<file path="src/rtl/seq_ser_if.sv">
// Parallel-in / serial-out handshake bundle for seq_ser.
interface seq_ser_if #(
    parameter int unsigned DW = 8
) ();
    logic [DW-1:0] din;
    logic          din_valid;
    logic          din_ready;
    logic          seq_out;
    logic          seq_valid;
    logic          frame_done;
    logic [15:0]   frame_cnt;

    modport master (
        output din,
        output din_valid,
        input  din_ready,
        input  seq_out,
        input  seq_valid,
        input  frame_done,
        input  frame_cnt
    );

    modport slave (
        input  din,
        input  din_valid,
        output din_ready,
        output seq_out,
        output seq_valid,
        output frame_done,
        output frame_cnt
    );
endinterface

</file>
<file path="src/rtl/seq_ser.sv">
// MSB-first word serializer with back-to-back framing and a wrapping frame counter.
// Optional even-parity trailer bit is enabled by defining SER_PARITY_EN.
module seq_ser #(
    parameter int unsigned DW       = 8,
    parameter logic        IDLE_BIT = 1'b0
) (
    input  logic     clk,
    input  logic     rst,
    seq_ser_if.slave bus
);

    localparam int unsigned CW = (DW > 1) ? $clog2(DW) : 1;
    localparam logic [CW-1:0] CNT_LAST = CW'(DW - 1);

`ifdef SER_PARITY_EN
    typedef enum logic [1:0] {
        S_IDLE  = 2'd0,
        S_SHIFT = 2'd1,
        S_PAR   = 2'd2
    } state_t;
`else
    typedef enum logic {
        S_IDLE  = 1'b0,
        S_SHIFT = 1'b1
    } state_t;
`endif

    state_t          r_state;
    logic [DW-1:0]   r_shift;
    logic [CW-1:0]   r_bit_cnt;
    logic            r_seq_out;
    logic            r_seq_valid;
    logic            r_din_ready;
    logic            r_frame_done;
    logic [15:0]     r_frame_cnt;

    state_t          w_state_nxt;
    logic [DW-1:0]   w_shift_nxt;
    logic [CW-1:0]   w_cnt_nxt;
    logic            w_load;
    logic            w_xfer;
    logic            w_seq_out_nxt;
    logic            w_seq_valid_nxt;
    logic            w_din_ready_nxt;
    logic            w_frame_done_nxt;

`ifdef SER_PARITY_EN
    logic            r_par;
    logic            w_par_nxt;
`endif

    assign w_xfer = bus.din_valid && r_din_ready;

    // Next-state logic; registered outputs are derived from the next state
    always_comb begin
        w_state_nxt      = r_state;
        w_shift_nxt      = r_shift;
        w_cnt_nxt        = r_bit_cnt;
        w_load           = 1'b0;
        w_seq_out_nxt    = IDLE_BIT;
        w_seq_valid_nxt  = 1'b0;
        w_din_ready_nxt  = 1'b0;
        w_frame_done_nxt = 1'b0;

        case (r_state)
            S_IDLE: begin
                if (w_xfer) begin
                    w_load = 1'b1;
                end
            end
            S_SHIFT: begin
                if (r_bit_cnt != '0) begin
                    w_shift_nxt = {r_shift[DW-2:0], 1'b0};
                    w_cnt_nxt   = r_bit_cnt - CW'(1);
                end else begin
`ifdef SER_PARITY_EN
                    w_state_nxt = S_PAR;
`else
                    if (w_xfer) begin
                        w_load = 1'b1;
                    end else begin
                        w_state_nxt = S_IDLE;
                        w_shift_nxt = '0;
                    end
`endif
                end
            end
`ifdef SER_PARITY_EN
            S_PAR: begin
                if (w_xfer) begin
                    w_load = 1'b1;
                end else begin
                    w_state_nxt = S_IDLE;
                    w_shift_nxt = '0;
                end
            end
`endif
            default: begin
                w_state_nxt = S_IDLE;
                w_shift_nxt = '0;
                w_cnt_nxt   = '0;
            end
        endcase

        if (w_load) begin
            w_state_nxt = S_SHIFT;
            w_shift_nxt = bus.din;
            w_cnt_nxt   = CNT_LAST;
        end

        case (w_state_nxt)
            S_SHIFT: begin
                w_seq_out_nxt   = w_shift_nxt[DW-1];
                w_seq_valid_nxt = 1'b1;
`ifndef SER_PARITY_EN
                w_frame_done_nxt = (w_cnt_nxt == '0);
                w_din_ready_nxt  = (w_cnt_nxt == '0);
`endif
            end
`ifdef SER_PARITY_EN
            S_PAR: begin
                w_seq_out_nxt    = w_par_nxt;
                w_seq_valid_nxt  = 1'b1;
                w_frame_done_nxt = 1'b1;
                w_din_ready_nxt  = 1'b1;
            end
`endif
            default: begin
                w_din_ready_nxt = 1'b1;
            end
        endcase
    end

`ifdef SER_PARITY_EN
    // Parity is captured with the word so the trailer does not need the shifted data
    assign w_par_nxt = w_load ? (^bus.din) : r_par;

    always_ff @(posedge clk) begin
        if (rst) begin
            r_par <= 1'b0;
        end else begin
            r_par <= w_par_nxt;
        end
    end
`endif

    always_ff @(posedge clk) begin
        if (rst) begin
            r_state      <= S_IDLE;
            r_shift      <= '0;
            r_bit_cnt    <= '0;
            r_seq_out    <= IDLE_BIT;
            r_seq_valid  <= 1'b0;
            r_din_ready  <= 1'b1;
            r_frame_done <= 1'b0;
            r_frame_cnt  <= 16'h0000;
        end else begin
            r_state      <= w_state_nxt;
            r_shift      <= w_shift_nxt;
            r_bit_cnt    <= w_cnt_nxt;
            r_seq_out    <= w_seq_out_nxt;
            r_seq_valid  <= w_seq_valid_nxt;
            r_din_ready  <= w_din_ready_nxt;
            r_frame_done <= w_frame_done_nxt;
            // r_frame_done marks the last-bit cycle, so the count steps on its closing edge
            r_frame_cnt  <= r_frame_cnt + 16'(r_frame_done);
        end
    end

    assign bus.din_ready  = r_din_ready;
    assign bus.seq_out    = r_seq_out;
    assign bus.seq_valid  = r_seq_valid;
    assign bus.frame_done = r_frame_done;
    assign bus.frame_cnt  = r_frame_cnt;

endmodule

</file>
<file path="src/flat_wrapper.sv">
// flat-port wrapper written by rule: the top's interface ports become plain ports
module seq_ser_flat 
#(
    parameter int unsigned DW       = 8,
    parameter logic        IDLE_BIT = 1'b0
)
  (clk, rst, bus_din, bus_din_valid, bus_din_ready, bus_seq_out, bus_seq_valid, bus_frame_done, bus_frame_cnt);
  seq_ser_if #(.DW(DW)) bus_i ();
  input  logic clk;
  input  logic rst;
  input wire logic [$bits(bus_i.din)-1:0] bus_din;
  input wire logic [$bits(bus_i.din_valid)-1:0] bus_din_valid;
  output wire logic [$bits(bus_i.din_ready)-1:0] bus_din_ready;
  output wire logic [$bits(bus_i.seq_out)-1:0] bus_seq_out;
  output wire logic [$bits(bus_i.seq_valid)-1:0] bus_seq_valid;
  output wire logic [$bits(bus_i.frame_done)-1:0] bus_frame_done;
  output wire logic [$bits(bus_i.frame_cnt)-1:0] bus_frame_cnt;
  assign bus_i.din = bus_din;
  assign bus_i.din_valid = bus_din_valid;
  assign bus_din_ready = bus_i.din_ready;
  assign bus_seq_out = bus_i.seq_out;
  assign bus_seq_valid = bus_i.seq_valid;
  assign bus_frame_done = bus_i.frame_done;
  assign bus_frame_cnt = bus_i.frame_cnt;
  seq_ser #(.DW(DW), .IDLE_BIT(IDLE_BIT)) u_core (.clk(clk), .rst(rst), .bus(bus_i));
endmodule
</file>
<file path="config.mk">
export PLATFORM = sky130hd
export DESIGN_NAME = seq_ser_flat
export DESIGN_NICKNAME = d
export VERILOG_FILES = /design/src/rtl/seq_ser_if.sv /design/src/rtl/seq_ser.sv /design/src/flat_wrapper.sv
export SDC_FILE = /design/constraint.sdc
export NUM_CORES = 1
export LEC_CHECK = 0
export ABC_AREA = 1
export BUFFER_PORTS_ARGS = -buffer_cell sky130_fd_sc_hd__buf_2
export CAP_MARGIN = 15
export CORE_MARGIN = 3
export CORE_UTILIZATION = 53
export DETAILED_ROUTE_END_ITERATION = 6
export GPL_TIMING_DRIVEN = 0
export PLACE_DENSITY = 0.78
export SYNTH_ARGS = -nofsm -noshare
export SYNTH_HDL_FRONTEND = slang
export SYNTH_SLANG_ARGS = --single-unit
</file>
<file path="constraint.sdc">
create_clock -name clk -period 2 [get_ports clk]
set_clock_uncertainty 0.15 [all_clocks]
set_input_delay 0.4 -clock clk [delete_from_list [all_inputs] [get_ports clk]]
set_output_delay 0.4 -clock clk [all_outputs]
set_load 0.02 [all_outputs]
</file>
== Yosys cells after proc, flatten, opt, wreduce, memory -nomap -nowiden ==
Index checks and enable logic that the tools add are counted.

* Bits of input ports: 11
* Output and inout port bits: 20
* Register bits: 32
* Memories kept: 0
* Logic and storage cells: 34
* RAM bits: 0
* Bits in read-only memories: 0
* Bits in latches: 0

* Magnitude comparators: 0
* $add $sub $neg: 2
* Div/mod/pow operators: 0
* Reduce and logical (&&, ||, !) cells: 6
* Equal/unequal tests: 1
* Bitwise logic cells: 2
* Shift-type cells: 0
* Muxes and demuxes: 14
* Multipliers: 0

{| class="wikitable"
|+ Operators with widths
! kind !! number
|-
| $mux 8 || 4
|-
| $add 16x1->16 || 1
|-
| $mux 3 || 3
|-
| $mux 1 || 6
|-
| $logic_not 3->1 || 1
|-
| $ne 3x2->1 const B || 1
|-
| $reduce_bool 3->1 || 1
|-
| $sub 3x1->3 const B || 1
|-
| $not 1->1 || 2
|-
| $pmux 1 s2 || 1
|-
| $reduce_and 2->1 || 1
|-
| $reduce_bool 2->1 || 1
|-
| $reduce_or 2->1 || 1
|-
| $logic_and 1x1->1 || 1
|}

== Logic depth before layout (Yosys ltp) ==
* Depth in word-level cells: 7
* Depth in mapped cells: 10
* Depth with buffers taken out: 10

== Least setup slack after synthesis ==
Ideal clock, no wire load.

* Path type: reg-to-reg
* Start point: register u_core.r_frame_done, in the netlist u_core.bus.frame_done
* End point: register u_core.r_frame_cnt[8], in the netlist u_core.bus.frame_cnt[8]
* Path slack: 0.342 ns
* Path buffers: 0
* Period minus slack after synthesis: 1.658 ns
* Cell stages (with the launch flop): 10
* Arrival: 1.395 ns
* Data required time: 1.737 ns
* Library setup time: 0.113 ns
* Cell sequence: dfxtp_1 > ha_1 > ha_1 > nand2_1 > nor2_4 > nand3_2 > nor2_1 > nand2_1 > nand2_1 > nor2_1

* Word-level cells in the longest chain between the ends: 1

{| class="wikitable"
|+ RTL lines
! element !! line !! source
|-
| start, declared || seq_ser.sv:34 || <nowiki>logic r_frame_done;</nowiki>
|-
| start signal, assigned || seq_ser.sv:164 || <nowiki>r_frame_done <= w_frame_done_nxt;</nowiki>
|-
| $add 16x1->16 || seq_ser.sv:166 || <nowiki>r_frame_cnt <= r_frame_cnt + 16'(r_frame_done);</nowiki>
|-
| end signal, assigned || seq_ser.sv:166 ||
|-
| end, declared || seq_ser.sv:35 || <nowiki>logic [15:0] r_frame_cnt;</nowiki>
|}

Every way passes these cells.
A chain may end at the register's enable or synchronous reset.

== Worst setup path in the final report ==
* Start point: register u_core.r_frame_cnt[0], in the netlist u_core.bus.frame_cnt[0]
* End point: register u_core.r_frame_cnt[8], in the netlist u_core.bus.frame_cnt[8]

* Word-level cells in the longest chain between the ends: 1

{| class="wikitable"
|+ RTL lines
! element !! line
|-
| $add 16x1->16 || seq_ser.sv:166
|}

Every way passes these cells.

==> implementation parameters <==
Parameter                              Value

Status
  Result of the run    completed

Synthesis
  Mapped cell area    1460 um2
  Library cell occupying the most area in the post-synthesis netlist    dfxtp_1
  Portion of synthesized cell area occupied by the leading cell type    0.425
  Yosys reg bits    31
  Number of warnings issued by yosys    0
  Sequential cell area fraction in the yosys report    0.425
  Distinct cells, synth    21
  Average cell area after synthesis    7.13 um2
  Most area-consuming cells after synthesis    dfxtp_1, nand2_1, nor2_1
  Synthesized net count    220
  Synth Instances    205

Critical path
  Worst flop-to-flop path startpoint    u_core.bus.frame_cnt[0]$_SDFF_PP0_
  Req. time, crit path    2.08 ns
  Data arrival time of the critical path    1.71 ns
  Startpoint class of the critical path    flop
  Endpoint kind of the worst setup timing path    flop
  First element of the critical path    u_core.bus.frame_cnt[0]$_SDFF_PP0_
  Worst Setup Path Type    reg -> reg
  Crit-path max FO    7
  R2r endpoint    u_core.bus.frame_cnt[8]$_SDFF_PP0_
  Cell depth of the worst flop-to-flop path    9
  R2R Setup Slk    0.36 ns

Global routing
  Total gr overflow    0
  Number of antenna violations at the first check in global routing    0
  Global-route wire length before repair    4860 um
  Pin count of the biggest net entering global routing    11
  Total routing usage reported by global routing    0.189
  Via count of the first global-routing pass    1,155

Drt
  Iteration count of the initial detailed-routing pass    4
  Detailed-route wire length    2920 um
  DR vias    1,335
  Number of antenna-violating nets in the routed design    0
  DRC Markers    0
  Number of DRC markers after the initial detailed-route iteration    52
  Average detailed-routed wire length per instance    10.8 um
  Number of vias per cell after detailed routing    4.93

STA
  Part of the cycle the worst path needs    0.820
  Tightest hold margin    0.145 ns
  Final total negative setup slack    0 ns
  Worst slew pin tran    0.540 ns
  Headroom to the max-slew limit    0.640
  Total count of hold-check failures in the final report    0
  Unrepaired setup endpoints after global routing    false
  Finish-stage setup viols    0
  Final min period    1.64 ns
  Maximum clock frequency    0.610 GHz
  Total count of max-transition violations in the final report    0

Power and ir drop
  Clock group share of total power    0.274
  Ratio of total power to cell area    691 nW/um2
  Leakage    0.000785 uW
  Switching part of the total power    0.281
  Comb pwr share    0.155
  Internal portion of total power    840 uW
  P_sw    328 uW
  Register share of total power    0.571
  Worst vdd ir    0.000518 V

Die
  Core region area    2540 um2
  Height of the chip    58.5 um
  I/O pins    31
  Effective utilization at floorplan    0.574
  Die Wd    58.5 um
  Area of the die    3420 um2
  Cell Rows    18

Min path
  Cell depth of the worst min-delay path    3
  Worst Hold Path EP    u_core.r_shift[4]$_SDFFE_PP0P_
  Startpoint of the worst hold path    bus_din[4]
  Hold WC Path Type    in -> reg

CTS
  Clk sinks    31
  Clock latency reported for the late side of the worst-skew pair    0.33 ns
  CTS Root Cell    clkbuf_4
  CTS tree    built
  Postcts setup bufs    0
  Count of hold-fix buffers inserted at cts    0
  H-Tree Level Count    2
  Number of cells upsized or downsized after cts    0
  Number of buffers created by CTS    5
  Maximum buffer depth of the clock tree    2
  CTS clock-pin slew for the worst setup and hold paths    0.09 ns

Place
  RePlAce Congestion    0.876
  Cell Count Post-Placement    265
  Input/output buffers    30
  Detail Placement HPWL    2130 um

Layout
  Fraction of layout cells with a size suffix above 1    0.216
  Area grow syn2layout    15.7%
  Filler Cell Count    229
  Layout Cells excl Fill    271
  Nets    257
  Total inserted antenna cells    0
  Area taken by flip-flops and latches    621 um2
  Area of combinational cells with multiple inputs    727 um2

Job
  Number of max-cap violations    0
==> logic make-up after synthesis <==
family,share of synthesized area
adder cells (fa/ha/maj),0.0342
buffers and inverters,0.0779
AO/OA/AOI/OAI,0.103
XOR/XNOR,0.0120
flip-flops,0.425
AND/OR/NAND/NOR,0.348
==> worst max-delay path, cell delays in order (launching register included) <==
cell     delay, ns
dfxtp_1       0.34
ha_1          0.17
ha_1          0.17
nand2_1       0.10
nor2_4        0.19
nand3_2       0.11
nor2_1        0.14
nand2_1       0.07
nand2_1       0.06
nor2_1        0.04
==> flip-flops by register name, summed over array words and instances, names as in the netlist <==
signal and count:
u_core.bus.frame_cnt 16, u_core.r_shift 8, u_core.r_bit_cnt 3, u_core.bus.din_ready 1
u_core.bus.frame_done 1, u_core.bus.seq_out 1, u_core.bus.seq_valid 1
==> how the worst max path moves through the flow <==
stage | slack, ns | cells after the start | to
2_1_floorplan | 0.34 | 9 | u_core.bus.frame_cnt[8]$_SDFF_PP0_
3_3_place_gp | 0.40 | 9 | u_core.bus.frame_cnt[8]$_SDFF_PP0_
3_5_place_dp | 0.38 | 9 | u_core.bus.frame_cnt[8]$_SDFF_PP0_
4_1_cts | 0.37 | 9 | u_core.bus.frame_cnt[8]$_SDFF_PP0_
5_1_grt | 0.19 | 9 | u_core.bus.frame_cnt[8]$_SDFF_PP0_
6_report | 0.36 | 9 | u_core.bus.frame_cnt[8]$_SDFF_PP0_
==> metal layers <==
layer  vias to the layer above  GRT usage  wire length [um]
met3                         4     0.0461               159
met2                        27      0.279              1270
met5                         -          0                 0
met1                       583      0.248              1440
met4                         0      0.113                38
li1                        721          -                 -
==> layout make-up <==
cell class	instances	share of cell area
tap	30	0.0222
inverter	25	0.0563
timing repair buffer	30	0.0888
sequential	31	0.367
clock buffer	6	0.0244
multi-input combinational	146	0.430
buffer	3	0.0111
==> cell usage after synthesis (all sizes together) <==
cell type and instances:
ha 4, o21ai 11, clkbuf 1, inv 24, a21boi 1, nand2 52
clkinv 1, nor2 38, nand3 16, o21a 1, a21oi 16, dfxtp 31
xor2 2, buf 2, nor3 2, nand4 3
==> power groups by stage <==
stage | clock network (uW) | registers [uW] | logic (uW)
floorplan | 0 | 685 | 131
global placement | 0 | 680 | 180
global route | 350 | 670 | 208
detailed placement | 0 | 681 | 181
finish | 320 | 666 | 181
CTS | 325 | 666 | 183
==> cells in the final DEF (no fill, tap or decap) <==
master	instances
o21ai_0	11
clkbuf_1	2
nand4_1	3
clkinv_2	1
a21oi_1	16
nor2_4	3
nand3_2	4
nand2_4	2
buf_4	2
nor2_1	33
a21boi_1	1
inv_2	3
inv_1	21
xor2_1	2
ha_1	4
o21a_1	1
clkbuf_4	5
nand2_1	50
dfxtp_1	31
nor2_2	2
nand3_1	12
buf_2	30
nor3_1	2
==> through the flow <==
step / util / setup slack, ns / power, uW / cell area, um2
after global placement: 0.648 / 0.404 / 860 / 1650
after detailed placement: 0.648 / 0.377 / 862 / 1650
after floorplan: - / 0.342 / 816 / 1460
after CTS: 0.664 / 0.366 / 1170 / 1690
after global routing: 0.664 / 0.189 / 1230 / 1690
final: 0.664 / 0.361 / 1170 / 1690
No activity file was read; power rests on OpenSTA's default activity.
